==> src/rtl/bcla_acc_pkg.sv <==
// Shared types and default widths for the block-CLA sum accumulator.
package bcla_acc_pkg;

  typedef enum logic [1:0] {
    IDLE = 2'd0,
    ACC  = 2'd1,
    DONE = 2'd2
  } state_t;

  localparam int IN_W_D  = 16;
  localparam int ACC_W_D = 24;
  localparam int CNT_W_D = 8;
  localparam int BLK_D   = 4;

endpackage

==> src/rtl/bcla_sum_accumulator_if.sv <==
// Sample-in / frame-result-out handshake bundle of the sum accumulator.
// master = upstream/downstream side, slave = the accumulator itself.
interface bcla_sum_accumulator_if
  import bcla_acc_pkg::*;
#(
  parameter int IN_W  = IN_W_D,
  parameter int ACC_W = ACC_W_D,
  parameter int CNT_W = CNT_W_D
);
  logic             in_valid;
  logic             in_ready;
  logic [IN_W-1:0]  in_data;
  logic             out_valid;
  logic             out_ready;
  logic [ACC_W-1:0] out_data;
  logic [CNT_W-1:0] out_cnt;
  logic             out_ovf;

  modport master (
    output in_valid, in_data, out_ready,
    input  in_ready, out_valid, out_data, out_cnt, out_ovf
  );

  modport slave (
    input  in_valid, in_data, out_ready,
    output in_ready, out_valid, out_data, out_cnt, out_ovf
  );
endinterface

==> src/rtl/bcla_acc_adder.sv <==
// Block carry-look-ahead adder: carries inside a block are formed directly
// from the block carry-in, block carries ripple from block to block.
// The top block is narrower when ACC_W is not a multiple of BLK.
module bcla_acc_adder
  import bcla_acc_pkg::*;
#(
  parameter int ACC_W = ACC_W_D,
  parameter int BLK   = BLK_D
) (
  input  logic [ACC_W-1:0] a,
  input  logic [ACC_W-1:0] b,
  input  logic             cin,
  output logic [ACC_W-1:0] s,
  output logic             cout
);
  localparam int NBLK = (ACC_W + BLK - 1) / BLK;

  logic [NBLK-1:0] blk_g;
  logic [NBLK-1:0] blk_p;
  logic [NBLK:0]   c_blk;

  for (genvar k = 0; k < NBLK; k++) begin : g_blk
    localparam int LO = k * BLK;
    localparam int HI = ((k + 1) * BLK > ACC_W) ? ACC_W - 1 : (k + 1) * BLK - 1;
    localparam int BW = HI - LO + 1;

    logic [BW-1:0] g, p, gg, pp, cc;

    assign g = a[HI:LO] & b[HI:LO];
    assign p = a[HI:LO] ^ b[HI:LO];

    // group generate/propagate from the block LSB up to each bit
    always_comb begin
      gg = '0;
      pp = '0;
      gg[0] = g[0];
      pp[0] = p[0];
      for (int i = 1; i < BW; i++) begin
        gg[i] = g[i] | (p[i] & gg[i-1]);
        pp[i] = p[i] & pp[i-1];
      end
    end

    assign blk_g[k] = gg[BW-1];
    assign blk_p[k] = pp[BW-1];

    // look-ahead carries into each bit from the block carry-in
    always_comb begin
      cc = '0;
      cc[0] = c_blk[k];
      for (int i = 1; i < BW; i++) begin
        cc[i] = gg[i-1] | (pp[i-1] & c_blk[k]);
      end
    end

    assign s[HI:LO] = p ^ cc;
  end

  // block carries ripple through the block-level G/P
  always_comb begin
    c_blk = '0;
    c_blk[0] = cin;
    for (int k = 0; k < NBLK; k++) begin
      c_blk[k+1] = blk_g[k] | (blk_p[k] & c_blk[k]);
    end
  end

  assign cout = c_blk[NBLK];
endmodule

==> src/rtl/bcla_sum_accumulator.sv <==
// Accumulates a programmable number of upstream adder sums per frame and
// hands out the frame total with sample count and sticky carry-out flag.
//
// state | meaning
// IDLE  | no frame in progress, next accepted sample starts a frame
// ACC   | frame in progress, adding samples until len_q reached
// DONE  | frame result held on out_*; a new frame may start on delivery
module bcla_sum_accumulator
  import bcla_acc_pkg::*;
#(
  parameter int IN_W  = IN_W_D,
  parameter int ACC_W = ACC_W_D,
  parameter int CNT_W = CNT_W_D,
  parameter int BLK   = BLK_D
) (
  input  logic                 clk,
  input  logic                 rst,
  input  logic                 clr,
  input  logic [CNT_W-1:0]     len,
  bcla_sum_accumulator_if.slave bus
);
  state_t           state, state_nxt;
  logic [ACC_W-1:0] acc, acc_sum, in_ext;
  logic [CNT_W-1:0] cnt, cnt_inc, len_q, len_eff;
  logic [IN_W-1:0]  in_data;
  logic             ovf, carry;
  logic             accept, deliver, start, add;

  assign in_data = bus.in_data;
  assign in_ext  = ACC_W'(in_data);
  assign cnt_inc = cnt + CNT_W'(1);
  assign len_eff = (len == '0) ? CNT_W'(1) : len;

  // ready never looks at in_valid; a held result only blocks when not drained
  assign bus.in_ready = !rst && !clr && ((state != DONE) || bus.out_ready);
  assign accept  = bus.in_valid && bus.in_ready;
  assign deliver = (state == DONE) && bus.out_ready;
  // DONE with accept always coincides with delivery, so it starts a frame
  assign start   = accept && (state != ACC);
  assign add     = accept && (state == ACC);

  bcla_acc_adder #(
    .ACC_W (ACC_W),
    .BLK   (BLK)
  ) u_adder (
    .a    (acc),
    .b    (in_ext),
    .cin  (1'b0),
    .s    (acc_sum),
    .cout (carry)
  );

  // next-state decode
  always_comb begin
    state_nxt = state;
    if (start) begin
      state_nxt = (len_eff == CNT_W'(1)) ? DONE : ACC;
    end else if (add && (cnt_inc == len_q)) begin
      state_nxt = DONE;
    end else if (deliver) begin
      state_nxt = IDLE;
    end
  end

  // state, accumulator and frame bookkeeping registers
  always_ff @(posedge clk) begin
    if (rst) begin
      state <= IDLE;
      acc   <= '0;
      cnt   <= '0;
      len_q <= '0;
      ovf   <= 1'b0;
    end else if (clr) begin
      state <= IDLE;
      cnt   <= '0;
      ovf   <= 1'b0;
    end else begin
      state <= state_nxt;
      if (start) begin
        acc   <= in_ext;
        cnt   <= CNT_W'(1);
        ovf   <= 1'b0;
        len_q <= len_eff;
      end else if (add) begin
        acc <= acc_sum;
        cnt <= cnt_inc;
        ovf <= ovf | carry;
      end
    end
  end

  assign bus.out_valid = (state == DONE);
  assign bus.out_data  = acc;
  assign bus.out_cnt   = cnt;
  assign bus.out_ovf   = ovf;
endmodule

==> src/flat_wrapper.sv <==
// flat-port wrapper written by rule: the top's interface ports become plain ports
module bcla_sum_accumulator_flat import bcla_acc_pkg::*;
#(
  parameter int IN_W  = IN_W_D,
  parameter int ACC_W = ACC_W_D,
  parameter int CNT_W = CNT_W_D,
  parameter int BLK   = BLK_D
)
  (clk, rst, clr, len, bus_in_valid, bus_in_data, bus_out_ready, bus_in_ready, bus_out_valid, bus_out_data, bus_out_cnt, bus_out_ovf);
  bcla_sum_accumulator_if #(.IN_W(IN_W), .ACC_W(ACC_W), .CNT_W(CNT_W)) bus_i ();
  input  logic clk;
  input  logic rst;
  input  logic clr;
  input  logic [CNT_W-1:0] len;
  input wire logic [$bits(bus_i.in_valid)-1:0] bus_in_valid;
  input wire logic [$bits(bus_i.in_data)-1:0] bus_in_data;
  input wire logic [$bits(bus_i.out_ready)-1:0] bus_out_ready;
  output wire logic [$bits(bus_i.in_ready)-1:0] bus_in_ready;
  output wire logic [$bits(bus_i.out_valid)-1:0] bus_out_valid;
  output wire logic [$bits(bus_i.out_data)-1:0] bus_out_data;
  output wire logic [$bits(bus_i.out_cnt)-1:0] bus_out_cnt;
  output wire logic [$bits(bus_i.out_ovf)-1:0] bus_out_ovf;
  assign bus_i.in_valid = bus_in_valid;
  assign bus_i.in_data = bus_in_data;
  assign bus_i.out_ready = bus_out_ready;
  assign bus_in_ready = bus_i.in_ready;
  assign bus_out_valid = bus_i.out_valid;
  assign bus_out_data = bus_i.out_data;
  assign bus_out_cnt = bus_i.out_cnt;
  assign bus_out_ovf = bus_i.out_ovf;
  bcla_sum_accumulator #(.IN_W(IN_W), .ACC_W(ACC_W), .CNT_W(CNT_W), .BLK(BLK)) u_core (.clk(clk), .rst(rst), .clr(clr), .len(len), .bus(bus_i));
endmodule
==> config.mk <==
export PLATFORM = sky130hd
export DESIGN_NAME = bcla_sum_accumulator_flat
export DESIGN_NICKNAME = d
export VERILOG_FILES = /design/src/rtl/bcla_acc_pkg.sv /design/src/rtl/bcla_sum_accumulator_if.sv /design/src/rtl/bcla_acc_adder.sv /design/src/rtl/bcla_sum_accumulator.sv /design/src/flat_wrapper.sv
export SDC_FILE = /design/constraint.sdc
export NUM_CORES = 1
export LEC_CHECK = 0
export ABC_CLOCK_PERIOD_IN_PS = 5100
export CORE_ASPECT_RATIO = 0.7
export CORE_MARGIN = 1
export CORE_UTILIZATION = 54
export DETAILED_ROUTE_END_ITERATION = 8
export PLACE_DENSITY = 0.86
export SLEW_MARGIN = 25
export SYNTH_ARGS = -nofsm -noshare
export SYNTH_HDL_FRONTEND = slang
export SYNTH_SLANG_ARGS = --single-unit
==> constraint.sdc <==
create_clock -name clk -period 5.1 [get_ports clk]
set_clock_uncertainty 0.05 [all_clocks]
set_input_delay 0.765 -clock clk [delete_from_list [all_inputs] [get_ports clk]]
set_output_delay 0.765 -clock clk [all_outputs]
set_load 0.01 [all_outputs]
==> Yosys cells after proc, flatten, opt, wreduce, memory -nomap -nowiden <==
Cells that the tools add are included.
Widths: inputs -> output; s select.
{ "classes": {"n_eq_ne": 6, "muxes": 9, "bitwise": 87, "reduce_logical": 17, "add_sub_neg": 1} }
{ "ops": {"columns": ["cell", "n"], "rows": [
  ["$mux 24", 2],
  ["$and 1x1->1", 47],
  ["$xor 4x4->4", 10],
  ["$or 1x1->1", 25],
  ["$and 4x4->4", 4],
  ["$add 8x1->8 const B", 1],
  ["$eq 8x1->1 const B", 1],
  ["$eq 8x8->1", 1],
  ["$logic_not 8->1", 1],
  ["$mux 2", 4],
  ["$mux 8", 1],
  ["$logic_and 1x1->1", 7],
  ["$reduce_and 2->1", 2],
  ["$reduce_bool 3->1", 1],
  ["$reduce_or 3->1", 1],
  ["$eq 2x1->1 const B", 1],
  ["$eq 2x2->1 const B", 1],
  ["$logic_not 1->1", 2],
  ["$mux 1", 2],
  ["$ne 2x1->1 const B", 1],
  ["$ne 2x2->1 const B", 1],
  ["$reduce_bool 2->1", 1],
  ["$reduce_or 2->1", 1],
  ["$logic_or 1x1->1", 1],
  ["$not 1->1", 1]
]} }
{ "totals": {"output_inout_bits": 35, "reg_bits": 43} }

==> Logic depth before layout (Yosys ltp) <==
{ "logic_depth": {"depth_word": 18, "depth_mapped": 15} }

==> By module <==
From an unflattened synthesis, not the netlist that was laid out.
{ "hier_totals": {"cells_unflattened": 358, "hier_area_um2": 3163.0} }
{ "by_module_without_submodules": {"columns": ["mod", "area_per_inst_um2", "cells_per_inst", "seq_area_each_um2", "instances"], "rows": [
  ["bcla_sum_accumulator", 2109.5, 228, 860.8, 1],
  ["bcla_acc_adder", 1053.5, 130, 0.0, 1]
]} }

==> Least setup slack after synthesis <==
OpenSTA, ideal clock, no wires.
{ "synth_path": {"kind": "input -> register", "startpoint": "input port bus_in_data[0]", "endpoint": "register u_core.acc[13] (netlist: u_core.bus.out_data[13])", "t_arrival_ps": 3529, "slack_ps": 1389, "setup_ps": 132, "cell_stages": 15, "t_required_ps": 4918, "path_cell_list": "ha_1 fa_1 fa_1 fa_1 a21oi_1 nor2_1 nor2_1 o21ai_0 nand3_1 nand2_1 fa_1 xnor2_1 nand2_1 o211ai_1 a21oi_1"} }
{ "synth_via": {"elab_chain_cells": 16} }
{ "synth_lines": {"columns": ["item", "line_no", "rtl"], "rows": [
  ["from (decl)", "flat_wrapper.sv:16", "input wire logic [$bits(bus_i.in_data)-1:0] bus_in_data;"],
  ["$and 4x4->4", "bcla_acc_adder.sv:29", "assign g = a[HI:LO] & b[HI:LO];"],
  ["$and 1x1->1", "bcla_acc_adder.sv:39", "gg[i] = g[i] | (p[i] & gg[i-1]);"],
  ["$or 1x1->1", "bcla_acc_adder.sv:39", null],
  ["$and 1x1->1", "bcla_acc_adder.sv:39", null],
  ["$or 1x1->1", "bcla_acc_adder.sv:39", null],
  ["$and 1x1->1", "bcla_acc_adder.sv:39", null],
  ["$or 1x1->1", "bcla_acc_adder.sv:39", null],
  ["$and 1x1->1", "bcla_acc_adder.sv:64", "c_blk[k+1] = blk_g[k] | (blk_p[k] & c_blk[k]);"],
  ["$or 1x1->1", "bcla_acc_adder.sv:64", null],
  ["$and 1x1->1", "bcla_acc_adder.sv:64", null],
  ["$or 1x1->1", "bcla_acc_adder.sv:64", null],
  ["$and 1x1->1", "bcla_acc_adder.sv:52", "cc[i] = gg[i-1] | (pp[i-1] & c_blk[k]);"],
  ["$or 1x1->1", "bcla_acc_adder.sv:52", null],
  ["$xor 4x4->4", "bcla_acc_adder.sv:56", "assign s[HI:LO] = p ^ cc;"],
  ["$mux 24", "bcla_sum_accumulator.sv:84", "end else if (add) begin"],
  ["$mux 24", "bcla_sum_accumulator.sv:79", "if (start) begin"],
  ["to (signal assigned)", "bcla_sum_accumulator.sv:80", "acc <= in_ext;"],
  ["to (signal assigned)", "bcla_sum_accumulator.sv:85", "acc <= acc_sum;"],
  ["to (decl)", "bcla_sum_accumulator.sv:23", "logic [ACC_W-1:0] acc, acc_sum, in_ext;"]
]} }
Every way passes these cells. The select of a mux whose other input is x is not followed.
A chain may end at the register's enable or synchronous reset.

==> Worst setup path in the final report <==
Ends and elaborated chain as after synthesis.

==> results.py <==
metrics = {
    "grt": {
        "overflow": 0,
        "grt_pass1_wl_microns": 11470,
        "track_usage_pct": 28.27,
        "grt_pass1_vias": 2481,
        "antenna_found_initial": 0,
        "grt_max_degree": 35,
    },
    "pwr": {
        "power_density_nw_per_um2": 205.6,
        "vdd.ir_drop.worst_v": 0.0001476,
        "p_leak_nw": 1.270,
    },
    "synthesis": {
        "syn_nets": 387,
        "async_flop_share_pct": 0,
        "synth_area_sq_um": 2640,
        "syn_area_per_cell_sq_um": 7.834,
        "synth_flop_cell": "dfxtp_1",
        "synth_cells": 337,
        "synth_edf_count": 0,
        "yosys_warnings": 0,
        "ys_types": 44,
        "synth-seq-area-share_pct": 32.61,
        "synth-seq-cells": 43,
    },
    "detailed_routing": {
        "wirelength_microns": 6949,
        "wl_per_cell_microns": 15.44,
        "drt-pass1-iter-count": 5,
        "vias": 2662,
        "met1Wirelength_microns": 3144,
        "routed.top_layer": "met4",
        "drt-initial-drc-count": 152,
        "routed_via_density": 5.916,
        "wl_met2_microns": 3071,
        "route.met3.wl_microns": 646,
        "drc_errors": 0,
        "ant_nets": 0,
    },
    "critical_path": {
        "max_stage_delay_ns": 0.42,
        "r2r_end": "u_core.bus.out_data[13]",
        "startpoint_type": "input port",
        "cpMostUsedCell": "fa_1",
        "crit_buf_inv": 1,
        "cp_cell_sequence": "clkdlybuf4s50_1 > ha_1 > fa_1 > fa_1 > fa_1 > a21oi_1 > nor2_1 > nor2_1 > o21ai_0 > nand3_1 > nand2_1 > fa_1 > xnor2_1 > nand2_1 > o211ai_1 > a21oi_1",
        "cp.arrival_ns": 4.34,
        "crit_path_start": "bus_in_data[0]",
        "cp.depth": 16,
        "r2r_slack_ns": 1.42,
        "r2r_cells": 15,
        "timing.rr.start": "u_core.bus.out_data[0]",
        "crit_family": "adder cells",
        "timing.critical_path.to": "u_core.bus.out_data[13]",
        "critPathKind": "input port to flop",
        "required_ns": 5.21,
        "critical_path.max_fanout": 3,
        "crit_slowest_cell": "clkdlybuf4s50_1",
        "critPathCaptureType": "flop",
    },
    "floorplanning": {
        "fp-row-count": 20,
        "ioPinCount": 64,
        "dieArea_sq_um": 5177,
        "coreArea_sq_um": 4504,
        "dieHeight_microns": 60.50,
        "start_util_pct": 58.61,
        "fp.dieW_microns": 85.57,
    },
    "timing": {
        "finalWorstSetupSlack_ns": 0.8682,
        "final-hold-violation-count": 0,
        "tightest_slew_ns": 0.7856,
        "min_period_over_period_pct": 82.98,
        "fin_tns_setup_ns": 0,
        "layout_min_cycle_time_ns": 4.232,
        "setup_viol": 0,
        "rsz0062_at_grt": "false",
        "slew_headroom_pct": 47.57,
        "max_freq_mhz": 236.3,
        "slew_viol_final": 0,
    },
    "clock_tree": {
        "cts.path.max_buffers": 2,
        "clkTransAtPathRegs_ns": 0.08,
        "worstSkewPairLatency_ns": 0.29,
        "cts_sinks": 43,
        "numCtsBuffers": 5,
        "post-cts-setup-buffers": 0,
        "cts_tree": "done",
        "ctsResizeCount": 0,
        "cts-root-buf": "clkbuf_8",
        "ctsHoldBuffers": 0,
        "htree_levels": 2,
    },
    "run": {
        "max_cap_violations": 0,
    },
    "cells_and_area": {
        "nets": 445,
        "fillerInstances": 371,
        "regArea_sq_um": 860.8,
        "finish.utilization_pct": 75.33,
        "area_delta_synth_final_pct": 28.53,
        "multi_input_area_sq_um": 1678,
        "antenna_cells": 0,
        "layout-drive-gt1-share_pct": 4.051,
        "postLayoutCellArea_sq_um": 3393,
    },
    "place": {
        "io_buffers": 63,
        "placed_area_sq_um": 3306,
        "place_ws_ns": 0.6023,
        "place_hpwl_microns": 5031,
        "routabilityCongestion": 0.8375,
    },
    "run_status": {
        "status": "finished, final reports clean",
    },
    "worst_hold_path": {
        "hold_class": "flop to flop",
    },
}
## cells in the mapped netlist, drive strengths merged, types with 2 or more instances
cell / count / area [sq um]
and3: 6 / 37.54
nand2b: 3 / 18.77
a21oi: 36 / 180.2
nor4: 4 / 25.02
a31o: 2 / 17.52
fa: 6 / 120.1
clkbuf: 11 / 41.29
a41oi: 2 / 17.52
a31oi: 5 / 31.28
a211oi: 3 / 22.52
o211ai: 5 / 37.54
ha: 15 / 187.7
nand3: 18 / 90.09
or3: 3 / 18.77
nand3b: 2 / 15.01
a311oi: 5 / 43.79
nor2: 35 / 131.4
dfxtp: 43 / 860.8
or2: 3 / 18.77
xor2: 9 / 78.83
xnor2: 10 / 87.58
or4: 2 / 15.01
nand2: 52 / 195.2
o21ai: 16 / 80.08
and2: 2 / 12.51
buf: 6 / 30.03
nor3b: 4 / 41.29
nor3: 4 / 20.02
nor2b: 5 / 31.28
inv: 8 / 30.03
## power breakdown
group          switching (W)  internal (W)  total, W
clock network       0.000115      0.000106  0.000221
registers         0.00000834      0.000344  0.000353
logic              0.0000619     0.0000617  0.000124
total               0.000185      0.000512  0.000698
## logic make-up (layout without fill, tap and decap cells)
kind of cell,Yosys count,after routing,share of synthesized area (%)
XOR/XNOR,19,19,6.303
AO/OA/AOI/OAI,85,85,19.95
AND/OR/NAND/NOR,144,144,25.64
flip-flops,43,43,32.61
buffers and inverters,25,83,3.839
adder cells (fa/ha/maj),21,21,11.66
## sequential cells by signal, indices dropped and copies added (netlist names)
name                 cells
u_core.bus.out_ovf       1
u_core.bus.out_data     24
u_core.bus.out_cnt       8
u_core.len_q             8
u_core.state             2
## worst min-delay path, delay by kind of cell, from the launching register on
kind            cells  cell delay, ns
compound gates      1            0.05
simple gates        1            0.05
flops               1            0.33
## how the worst min path moves through the flow
stage	startpoint	to	slack, ns	cells past startpoint
after floorplan	u_core.len_q[7]	u_core.len_q[7]	0.40	2
after global placement	u_core.len_q[3]	u_core.len_q[3]	0.41	2
after detailed placement	u_core.bus.out_ovf	u_core.bus.out_ovf	0.41	1
after CTS	u_core.len_q[4]	u_core.len_q[4]	0.43	2
after global routing	u_core.bus.out_ovf	u_core.bus.out_ovf	0.45	1
final	u_core.len_q[4]	u_core.len_q[4]	0.42	2
## cells in the final DEF, fill, tap and decap left out, drive strengths merged, types with 8 or more instances in the layout
cell           netlist  layout
ha                  15      15
nand3               18      18
xor2                 9       9
clkdlybuf4s50        0      63
o21ai               16      16
a21oi               36      36
nand2               52      52
xnor2               10      10
dfxtp               43      43
inv                  8       8
nor2                35      35
## per-stage QoR
step / hold slack (ns) / total power [W] / std cells
floorplan: 0.3978 / 0.0004266 / 337
global placement: 0.4072 / 0.0004788 / 443
detailed placement: 0.4135 / 0.0004825 / 443
CTS: 0.4277 / 0.0007007 / 450
global route: 0.4545 / 0.0007285 / 450
finish: 0.4243 / 0.0006976 / 450
## metal layers
metal | vias up | GRT usage (%)
met4 | 0 | 9.286
met5 | - | 0
li1 | 1307 | -
met1 | 1207 | 39.42
met3 | 13 | 5.442
met2 | 135 | 45.03
## layout make-up
cell class | instances | share of cell area, %
Clock buffer | 6 | 2.434
Multi-Input combinational cell | 269 | 49.45
Inverter | 8 | 0.8850
Tap cell | 55 | 2.028
Clock inverter | 1 | 0.1475
Timing Repair Buffer | 68 | 19.69
Sequential cell | 43 | 25.37
(Power assumes the default switching activity.)
